### src/rtl/cce_mmio_cfg_loader_pkg.sv
// rtl/cce_mmio_cfg_loader_pkg.sv - Shared addresses, encodings and FSM states for the CCE config loader
package cce_mmio_cfg_loader_pkg;

  // bp_cfg register map
  localparam logic [63:0] CFG_ADDR_FREEZE     = 64'h20_0008;
  localparam logic [63:0] CFG_ADDR_CCE_MODE   = 64'h20_0018;
  localparam logic [63:0] CFG_ADDR_UCODE_BASE = 64'h20_8000;

  localparam logic [1:0] MEM_SIZE_8B     = 2'b11;
  localparam logic [3:0] MEM_OP_UC_STORE = 4'b0011;

  typedef logic [2:0] cfg_state_t;

  localparam cfg_state_t ST_RESET       = 3'd0;
  localparam cfg_state_t ST_SEND_FREEZE = 3'd1;
  localparam cfg_state_t ST_SEND_RAM    = 3'd2;
  localparam cfg_state_t ST_SEND_MODE   = 3'd3;
  localparam cfg_state_t ST_SEND_CLR    = 3'd4;
  localparam cfg_state_t ST_WAIT        = 3'd5;
  localparam cfg_state_t ST_DONE        = 3'd6;

endpackage

### src/rtl/cce_mmio_cfg_loader_credit_counter.sv
// rtl/cce_mmio_cfg_loader_credit_counter.sv - Outstanding-write credit counter, saturating at zero
module cfg_credit_counter #(
  parameter int max_p   = 4,
  parameter int width_p = $clog2(max_p + 1)
) (
  input  logic               clk_i,
  input  logic               reset_ni,
  input  logic               up_i,
  input  logic               down_i,
  output logic [width_p-1:0] count_o,
  output logic               full_o
);

  logic [width_p-1:0] r_count;
  logic               w_down;

  // A response with nothing outstanding is spurious and dropped
  assign w_down = down_i && (r_count != '0);

  always_ff @(posedge clk_i or negedge reset_ni) begin
    if (!reset_ni) begin
      r_count <= '0;
    end else if (up_i && !w_down) begin
      r_count <= r_count + width_p'(1);
    end else if (!up_i && w_down) begin
      r_count <= r_count - width_p'(1);
    end
  end

  assign count_o = r_count;
  assign full_o  = (r_count == width_p'(max_p));

endmodule

### src/rtl/cce_mmio_cfg_loader.sv
// rtl/cce_mmio_cfg_loader.sv - Boot-time MMIO write sequencer: freeze, load CCE microcode, set mode
module cce_mmio_cfg_loader #(
  parameter int paddr_width_p         = 40,
  parameter int inst_width_p          = 48,
  parameter int inst_ram_els_p        = 256,
  parameter int inst_ram_addr_width_p = 8,
  parameter int lce_id_width_p        = 4,
  parameter int skip_ram_init_p       = 0,
  parameter int clear_freeze_p        = 0,
  parameter int cce_mode_p            = 1,
  parameter int io_credits_p          = 4
) (
  input  logic                             clk_i,
  input  logic                             reset_ni,
  input  logic [lce_id_width_p-1:0]        lce_id_i,
  output logic                             io_cmd_v_o,
  input  logic                             io_cmd_yumi_i,
  output logic [paddr_width_p-1:0]         io_cmd_addr_o,
  output logic [63:0]                      io_cmd_data_o,
  output logic [lce_id_width_p-1:0]        io_cmd_src_o,
  input  logic                             io_resp_v_i,
  output logic                             io_resp_ready_o,
  output logic [inst_ram_addr_width_p-1:0] rom_addr_o,
  input  logic [inst_width_p-1:0]          rom_data_i,
  output logic                             done_o
);

  import cce_mmio_cfg_loader_pkg::*;

  localparam int credit_width_lp = $clog2(io_credits_p + 1);

  cfg_state_t                       r_state;
  cfg_state_t                       w_state_next;
  logic [inst_ram_addr_width_p-1:0] r_index;
  logic                             r_done;
  logic                             w_send;
  logic                             w_full;
  logic                             w_yumi;
  logic                             w_last_entry;
  logic [credit_width_lp-1:0]       w_credit_count;
  logic [paddr_width_p-1:0]         w_addr;
  logic [63:0]                      w_data;

  cfg_credit_counter #(
    .max_p   (io_credits_p),
    .width_p (credit_width_lp)
  ) u_credit (
    .clk_i    (clk_i),
    .reset_ni (reset_ni),
    .up_i     (w_yumi),
    .down_i   (io_resp_v_i),
    .count_o  (w_credit_count),
    .full_o   (w_full)
  );

  assign w_send = (r_state == ST_SEND_FREEZE) || (r_state == ST_SEND_RAM)
               || (r_state == ST_SEND_MODE)   || (r_state == ST_SEND_CLR);

  assign io_cmd_v_o   = w_send && !w_full;
  // Yumi is only honoured while a command is actually offered
  assign w_yumi       = io_cmd_yumi_i && io_cmd_v_o;
  assign w_last_entry = (r_index == inst_ram_addr_width_p'(inst_ram_els_p - 1));

  always_comb begin
    w_state_next = r_state;
    case (r_state)
      ST_RESET:       w_state_next = ST_SEND_FREEZE;
      ST_SEND_FREEZE: if (w_yumi) w_state_next = (skip_ram_init_p != 0) ? ST_SEND_MODE : ST_SEND_RAM;
      ST_SEND_RAM:    if (w_yumi && w_last_entry) w_state_next = ST_SEND_MODE;
      ST_SEND_MODE:   if (w_yumi) w_state_next = (clear_freeze_p != 0) ? ST_SEND_CLR : ST_WAIT;
      ST_SEND_CLR:    if (w_yumi) w_state_next = ST_WAIT;
      ST_WAIT:        if (w_credit_count == '0) w_state_next = ST_DONE;
      ST_DONE:        w_state_next = ST_DONE;
      default:        w_state_next = ST_RESET;
    endcase
  end

  always_ff @(posedge clk_i or negedge reset_ni) begin
    if (!reset_ni) begin
      r_state <= ST_RESET;
      r_index <= '0;
      r_done  <= 1'b0;
    end else begin
      r_state <= w_state_next;
      if ((r_state == ST_SEND_RAM) && w_yumi) begin
        r_index <= w_last_entry ? '0 : r_index + inst_ram_addr_width_p'(1);
      end
      if ((r_state == ST_WAIT) && (w_credit_count == '0)) begin
        r_done <= 1'b1;
      end
    end
  end

  always_comb begin
    w_addr = '0;
    w_data = '0;
    case (r_state)
      ST_SEND_FREEZE: begin
        w_addr = paddr_width_p'(CFG_ADDR_FREEZE);
        w_data = 64'd1;
      end
      ST_SEND_RAM: begin
        w_addr = paddr_width_p'(CFG_ADDR_UCODE_BASE) + paddr_width_p'({r_index, 3'b000});
        w_data = 64'(rom_data_i);
      end
      ST_SEND_MODE: begin
        w_addr = paddr_width_p'(CFG_ADDR_CCE_MODE);
        w_data = 64'(cce_mode_p);
      end
      ST_SEND_CLR: begin
        w_addr = paddr_width_p'(CFG_ADDR_FREEZE);
        w_data = 64'd0;
      end
      default: ;
    endcase
  end

  assign io_cmd_addr_o   = w_addr;
  assign io_cmd_data_o   = w_data;
  assign io_cmd_src_o    = lce_id_i;
  assign io_resp_ready_o = reset_ni;
  assign rom_addr_o      = r_index;
  assign done_o          = r_done;

endmodule

### config.mk
export PLATFORM = sky130hd
export DESIGN_NAME = cce_mmio_cfg_loader
export DESIGN_NICKNAME = d
export VERILOG_FILES = /design/src/rtl/cce_mmio_cfg_loader_pkg.sv /design/src/rtl/cce_mmio_cfg_loader_credit_counter.sv /design/src/rtl/cce_mmio_cfg_loader.sv
export SDC_FILE = /design/constraint.sdc
export NUM_CORES = 1
export LEC_CHECK = 0
export ABC_AREA = 1
export CORE_MARGIN = 2
export CORE_UTILIZATION = 30
export DETAILED_ROUTE_END_ITERATION = 8
export HOLD_SLACK_MARGIN = 0.12
export PLACE_DENSITY = 0.82
export SLEW_MARGIN = 10
export SYNTH_ARGS = -nofsm -noshare
export SYNTH_HDL_FRONTEND = slang
export SYNTH_SLANG_ARGS = --single-unit
### constraint.sdc
create_clock -name clk_i -period 2.78 [get_ports clk_i]
set_input_delay 0.417 -clock clk_i [delete_from_list [all_inputs] [get_ports clk_i]]
set_output_delay 0.417 -clock clk_i [all_outputs]
set_load 0.02 [all_outputs]
==> run summary, run 1 <==
crit path DAT - 2.16 ns
Synth Area in Adders - 2.548%
commonest non-fill, non-tap cells in the layout - clkdlybuf4s50_1, inv_1, nor2_1
# setup viols final - 0
simple logic cell fraction of the synthesized area - 29.51%
Critical path buffers and inverters - 2
antenna cells - 0
total gr overflow - 0
Top delay family on crit path - buffers and inverters
Mapped Cells - 284
Area Growth Syn to Fin - 62.00%
DRC viols - 0
xor-xnor portion of the synthesized cell area - 2.477%
syn avg cell area - 6.225 µm²
crit start category - flip-flop
Hold Crit Class - in -> async
global-route wire length before repair - 7486 µm
full die area - 0.006523 mm²
WHS - 0.3695 ns
LEAKAGE - 0.001483 µW
grt peak-use layer - met2
Slew Viols, Final - 0
CTS Root Cell - clkbuf_8
Crit Path Class - reg -> out
total power - 2577 µW
starting density of the core - 31.53%
routed len/inst - 10.54 µm
placed cell areas - 0.002816 mm²
die extent in y - 80.77 µm
Worst setup EP type - output pin
clk_lat worst skew - 0.25 ns
Yosys cell types - 27
layout cells sized above 1 - 3.778%
H-tree level count - 1
WP data required - 2.36 ns
pwr dens - 899.7 mW/mm²
DR vias/cell - 3.991
Die W - 80.77 µm
post-synthesis mux area share - 0%
reg2reg setup slack - 0.55 ns
Crit-path slowest cell - clkdlybuf4s50_1
Peak Freq - 0.3887 GHz
Largest stage delay, worst path - 0.62 ns
met1 global-route usage - 16.42%
Final Util - 51.07%
#FFs+latches synth - 15
violation count after the first detailed-route iteration - 26
Port Buffer Count - 120
Core Rows - 27
vias in the first global route - 1633
CTS tree - built
GRT met2 Usage - 27.25%
Max clock buf depth - 2
final hold viol count - 0
RSZ-0062 raised after global routing - no
nets@finish - 457
Layout Skew - 0.001265 ns
met3 Usage GRT - 2.556%
post-CTS setup buffer count - 0
# hold bufs at CTS - 0
Setup TNS - 0 ns
max-cap check violation count - 0
DRT Wirelength - 4945 µm
Final period util - 92.54%
Sink Count - 15
outcome - complete, no violations
Antenna Nets Post-Route - 0
Synth warnings - 0
most common cell after layout, fill and taps aside - clkdlybuf4s50_1
clk slew on worst S/H paths - 0.06 ns
VDD IR max - 0.8174 mV
CTS buffer count - 3
main combinational cell family by area after synthesis - buffers and inverters
vias - 1872
post-synthesis sequential area ratio - 21.23%
GP Congestion - 0.8856
final instance area - 0.002864 mm²
Core ar. - 0.005608 mm²
critical path peak fanout - 10
post-layout min period - 2.573 ns
cell mode on critical path - nor2_1
# IOs - 175
CP Cell Sequence - nor2_2, inv_1, a21oi_1, nor2_1, nor2_1, clkdlybuf4s50_1
overall routing resource usage - 14.40%
largest net degree at the start of global routing - 54
synthesized cell area - 0.001768 mm²
initial antenna violation count - 0
Synth Area in Compound Gates - 5.096%
first-pass iteration count of the detailed router - 4
HPWL Detailed - 4137 µm
## kinds of logic (layout without fill, tap and decap cells)
kind of cell / Yosys count / in the layout
DFF: 15 / 15
other: 1 / 46
xor gates and xnor gates: 5 / 5
and+or+nand+nor: 117 / 117
AOI/OAI and AO/OA: 15 / 15
adders and majority gates: 3 / 3
buffers and inverters: 128 / 196
## registers in the layout (all words and copies together) (netlist names)
register and cells:
done_o 1, r_state 3, rom_addr_o 8, u_credit.count_o 3
## power by group
part / total [µW] / internal, µW / switching [µW]
registers: 464 / 322 / 142
logic: 1930 / 822 / 1110
clock network: 185 / 102 / 83.5
## per-stage QoR
stage          instances  setup WS (ns)
2_1_floorplan        329         0.7238
3_3_place_gp         465         0.3828
3_5_place_dp         465         0.3182
4_1_cts              469        0.03418
5_1_grt              469        0.02499
6_report             469         0.2075
## cell usage after synthesis
cell      instances  area, µm²
buf_2             5      25.02
ha_1              2      25.02
inv_1            69      259.0
a21oi_4           1      16.27
xor2_1            3      26.28
nand2_1          26      97.59
nor2_4            2      22.52
o21bai_1          1      7.510
dfrtp_1          15      375.4
a21oi_1           3      15.01
inv_4             1      6.260
nor2_1           66      247.7
conb_1            1      3.750
buf_4            51      382.9
nand2_2           3      18.77
a31oi_1           1      6.260
inv_2             1      3.750
nand4_1           5      31.28
nand3_1          10      50.05
buf_6             1      11.26
fa_1              1      20.02
nand3b_1          1      7.510
nand3_4           2      35.03
o21ai_0           9      45.04
nor3_1            1      5.000
nor2_2            1      6.260
xnor2_1           2      17.52
## final cells by class
type                            instances  area (µm²)
Clock buffer                            4       45.04
Fill cell                             543        2744
Inverter                               71       271.5
Multi-Input combinational cell        186       873.3
Sequential cell                        15       375.4
Tap cell                               72       90.09
Timing Repair Buffer                  121        1209
## metal layers
metal	wire, µm	part of all wire (%)
met1	1841	37
met2	2629	53
met3	406	8.2
met4	68	1.4
met5	0	0
## worst register-to-register path, stage by stage, from the launching register on
cell and delay [ns]:
dfrtp_1 0.51, nor2_2 0.23, nand2_1 0.09, nand2_2 0.13, nand3_4 0.09, inv_1 0.07, ha_1 0.14, inv_1 0.07
fa_1 0.38, a21oi_1 0.16, o21ai_0 0.12, xnor2_1 0.13
## final timing paths
path                            start                  end  cells past startpoint
max                        r_state[0]     io_cmd_addr_o[3]                      6
min                          reset_ni           r_state[0]                      1
max reg2reg                r_state[0]  u_credit.count_o[2]                     11
min reg2reg                    done_o               done_o                      1
max in group asynchronous    reset_ni        rom_addr_o[4]                      2
min in group clk_i             done_o               done_o                      1
## timing repair
| item | CTS | global route |
|---|---|---|
| endpoints found under the setup margin | 0 | 53 |
| endpoints found under the hold margin | 0 | 0 |
| gates resized for setup | 0 | 2 |
Power figures use the tool's default switching activity.
==> run 2, diff against run 1 <==
CORE_UTILIZATION = 25   (was 30)
PLACE_DENSITY = 0.7   (was 0.82)
==> run summary, run 2 (synthesized netlist as in run 1, its figures left out) <==
outcome - complete, no violations (unchanged)
Setup TNS - 0 ns (unchanged)
RSZ-0062 raised after global routing - no (unchanged)
LEAKAGE - 0.001491 µW (was 0.001483 µW)
Largest register FFs - 8 (unchanged)
max-cap check violation count - 0 (unchanged)
DRC viols - 0 (unchanged)
# hold bufs at CTS - 0 (unchanged)
clk_lat worst skew - 0.25 ns (about the same)
reg2reg setup slack - 0.59 ns (was 0.55 ns)
WP data required - 2.36 ns (about the same)
post-layout min period - 2.573 ns (about the same)
GP Congestion - 0.8514 (was 0.8856)
DP Cell Count - 491 (was 465)
grt peak-use layer - met2 (unchanged)
DR vias/cell - 3.715 (was 3.991)
pwr dens - 892.1 mW/mm² (was 899.7 mW/mm²)
Antenna Nets Post-Route - 0 (unchanged)
post-CTS setup buffer count - 0 (unchanged)
antenna cells - 0 (unchanged)
# setup viols final - 0 (unchanged)
crit path DAT - 2.16 ns (about the same)
VDD IR max - 0.5426 mV (was 0.8174 mV)
fillers - 706 (was 543)
fin cells - 495 (was 469)
CTS Root Cell - clkbuf_8 (unchanged)
critical path peak fanout - 25 (was 10)
Die W - 88.10 µm (was 80.77 µm)
crit start category - flip-flop (unchanged)
CTS resizes - 0 (unchanged)
# IOs - 175 (unchanged)
Area Growth Syn to Fin - 64.40% (was 62.00%)
most common cell after layout, fill and taps aside - clkdlybuf4s50_1 (unchanged)
Peak Freq - 0.3886 GHz (was 0.3887 GHz)
H-tree level count - 1 (unchanged)
nets@finish - 459 (was 457)
Port Buffer Count - 120 (unchanged)
Crit Path Class - reg -> out (unchanged)
Final period util - 92.57% (was 92.54%)
routed len/inst - 9.885 µm (was 10.54 µm)
met3 Usage GRT - 2.074% (was 2.556%)
DRT Wirelength - 4893 µm (was 4945 µm)
die extent in y - 88.10 µm (was 80.77 µm)
HPWL Detailed - 4125 µm (was 4137 µm)
Core Rows - 30 (was 27)
Core ar. - 0.006832 mm² (was 0.005608 mm²)
overall routing resource usage - 11.30% (was 14.40%)
register area - 375.4 µm² (unchanged)
full die area - 0.007761 mm² (was 0.006523 mm²)
CTS tree - built (unchanged)
vias in the first global route - 1600 (was 1633)
placed cell areas - 0.002861 mm² (was 0.002816 mm²)
first-pass iteration count of the detailed router - 4 (unchanged)
GRT met2 Usage - 20.73% (was 27.25%)
Layout Skew - 0.002173 ns (was 0.001265 ns)
vias - 1839 (was 1872)
final instance area - 0.002907 mm² (was 0.002864 mm²)
Worst setup EP type - output pin (unchanged)
met1 global-route usage - 13.76% (was 16.42%)
Sink Count - 15 (unchanged)
largest net degree at the start of global routing - 29 (was 54)
total power - 2593 µW (was 2577 µW)
Hold Crit Class - reg -> reg (was in -> async)
final hold viol count - 0 (unchanged)
commonest non-fill, non-tap cells in the layout - clkdlybuf4s50_1, inv_1, nor2_1 (unchanged)
CTS buffer count - 3 (unchanged)
multi-input combinational cell area - 873.3 µm² (unchanged)
layout cells sized above 1 - 4.261% (was 3.778%)
Max clock buf depth - 2 (unchanged)
clk slew on worst S/H paths - 0.06 ns (about the same)
Slew Viols, Final - 0 (unchanged)
violation count after the first detailed-route iteration - 32 (was 26)
global-route wire length before repair - 7051 µm (was 7486 µm)
total gr overflow - 0 (unchanged)
initial antenna violation count - 0 (unchanged)
starting density of the core - 25.88% (was 31.53%)
-- run 2: cell count changes in the layout (fill, tap and decap cells not counted), sizes merged --
cell / previous run / this run
buf: 1 / 3
-- run 2: report_power, final --
part / total (µW) / internal, µW / switching (µW)
sequential: 465 / 322 / 143
combinational: 1950 / 836 / 1110
clock: 179 / 101 / 77.1
total: 2590 / 1260 / 1330
-- run 2: path summary, 6_finish.rpt --
| path | start | depth (start not counted) | to |
|---|---|---|---|
| hold / removal | done_o | 1 | done_o |
| max in group asynchronous | reset_ni | 2 | r_state[2] |
| hold reg to reg | done_o | 1 | done_o |
| setup reg to reg | r_state[0] | 11 | u_credit.count_o[2] |
| min in group asynchronous | reset_ni | 2 | r_state[0] |
| setup / recovery | r_state[2] | 7 | io_cmd_data_o[7] |
-- run 2: layer usage --
metal,wire length (µm),share of wire [%]
met3,424,8.7
met4,44,0.90
met2,2514,51
met1,1909,39
met5,0,0
-- run 2: per-stage QoR --
stage          hold slack (ns)  util [%]  setup WS, ns
3_3_place_gp            0.4632     41.89        0.4678
2_1_floorplan           0.1214         -        0.7238
6_report                0.4809     42.55        0.2065
5_1_grt                 0.5185     42.55       0.04448
4_1_cts                 0.4861     42.55        0.1847
3_5_place_dp            0.4715     41.89        0.4625
-- run 2: area by class of cell --
cell class              instances  share of cell area [%]
repair buffers                123                   42.10
well taps                      96                   4.133
flip-flops and latches         15                   12.91
clock buffers                   4                   1.550
multi-input cells             186                   30.05
inverters                      71                   9.255
-- run 2: worst max-delay path: stages, from the launching register on --
cell	delay [ns]
dfrtp_1	0.43
inv_1	0.17
nand2_2	0.11
nor2_4	0.18
inv_2	0.05
buf_4	0.21
nor2_1	0.13
clkdlybuf4s50_1	0.62
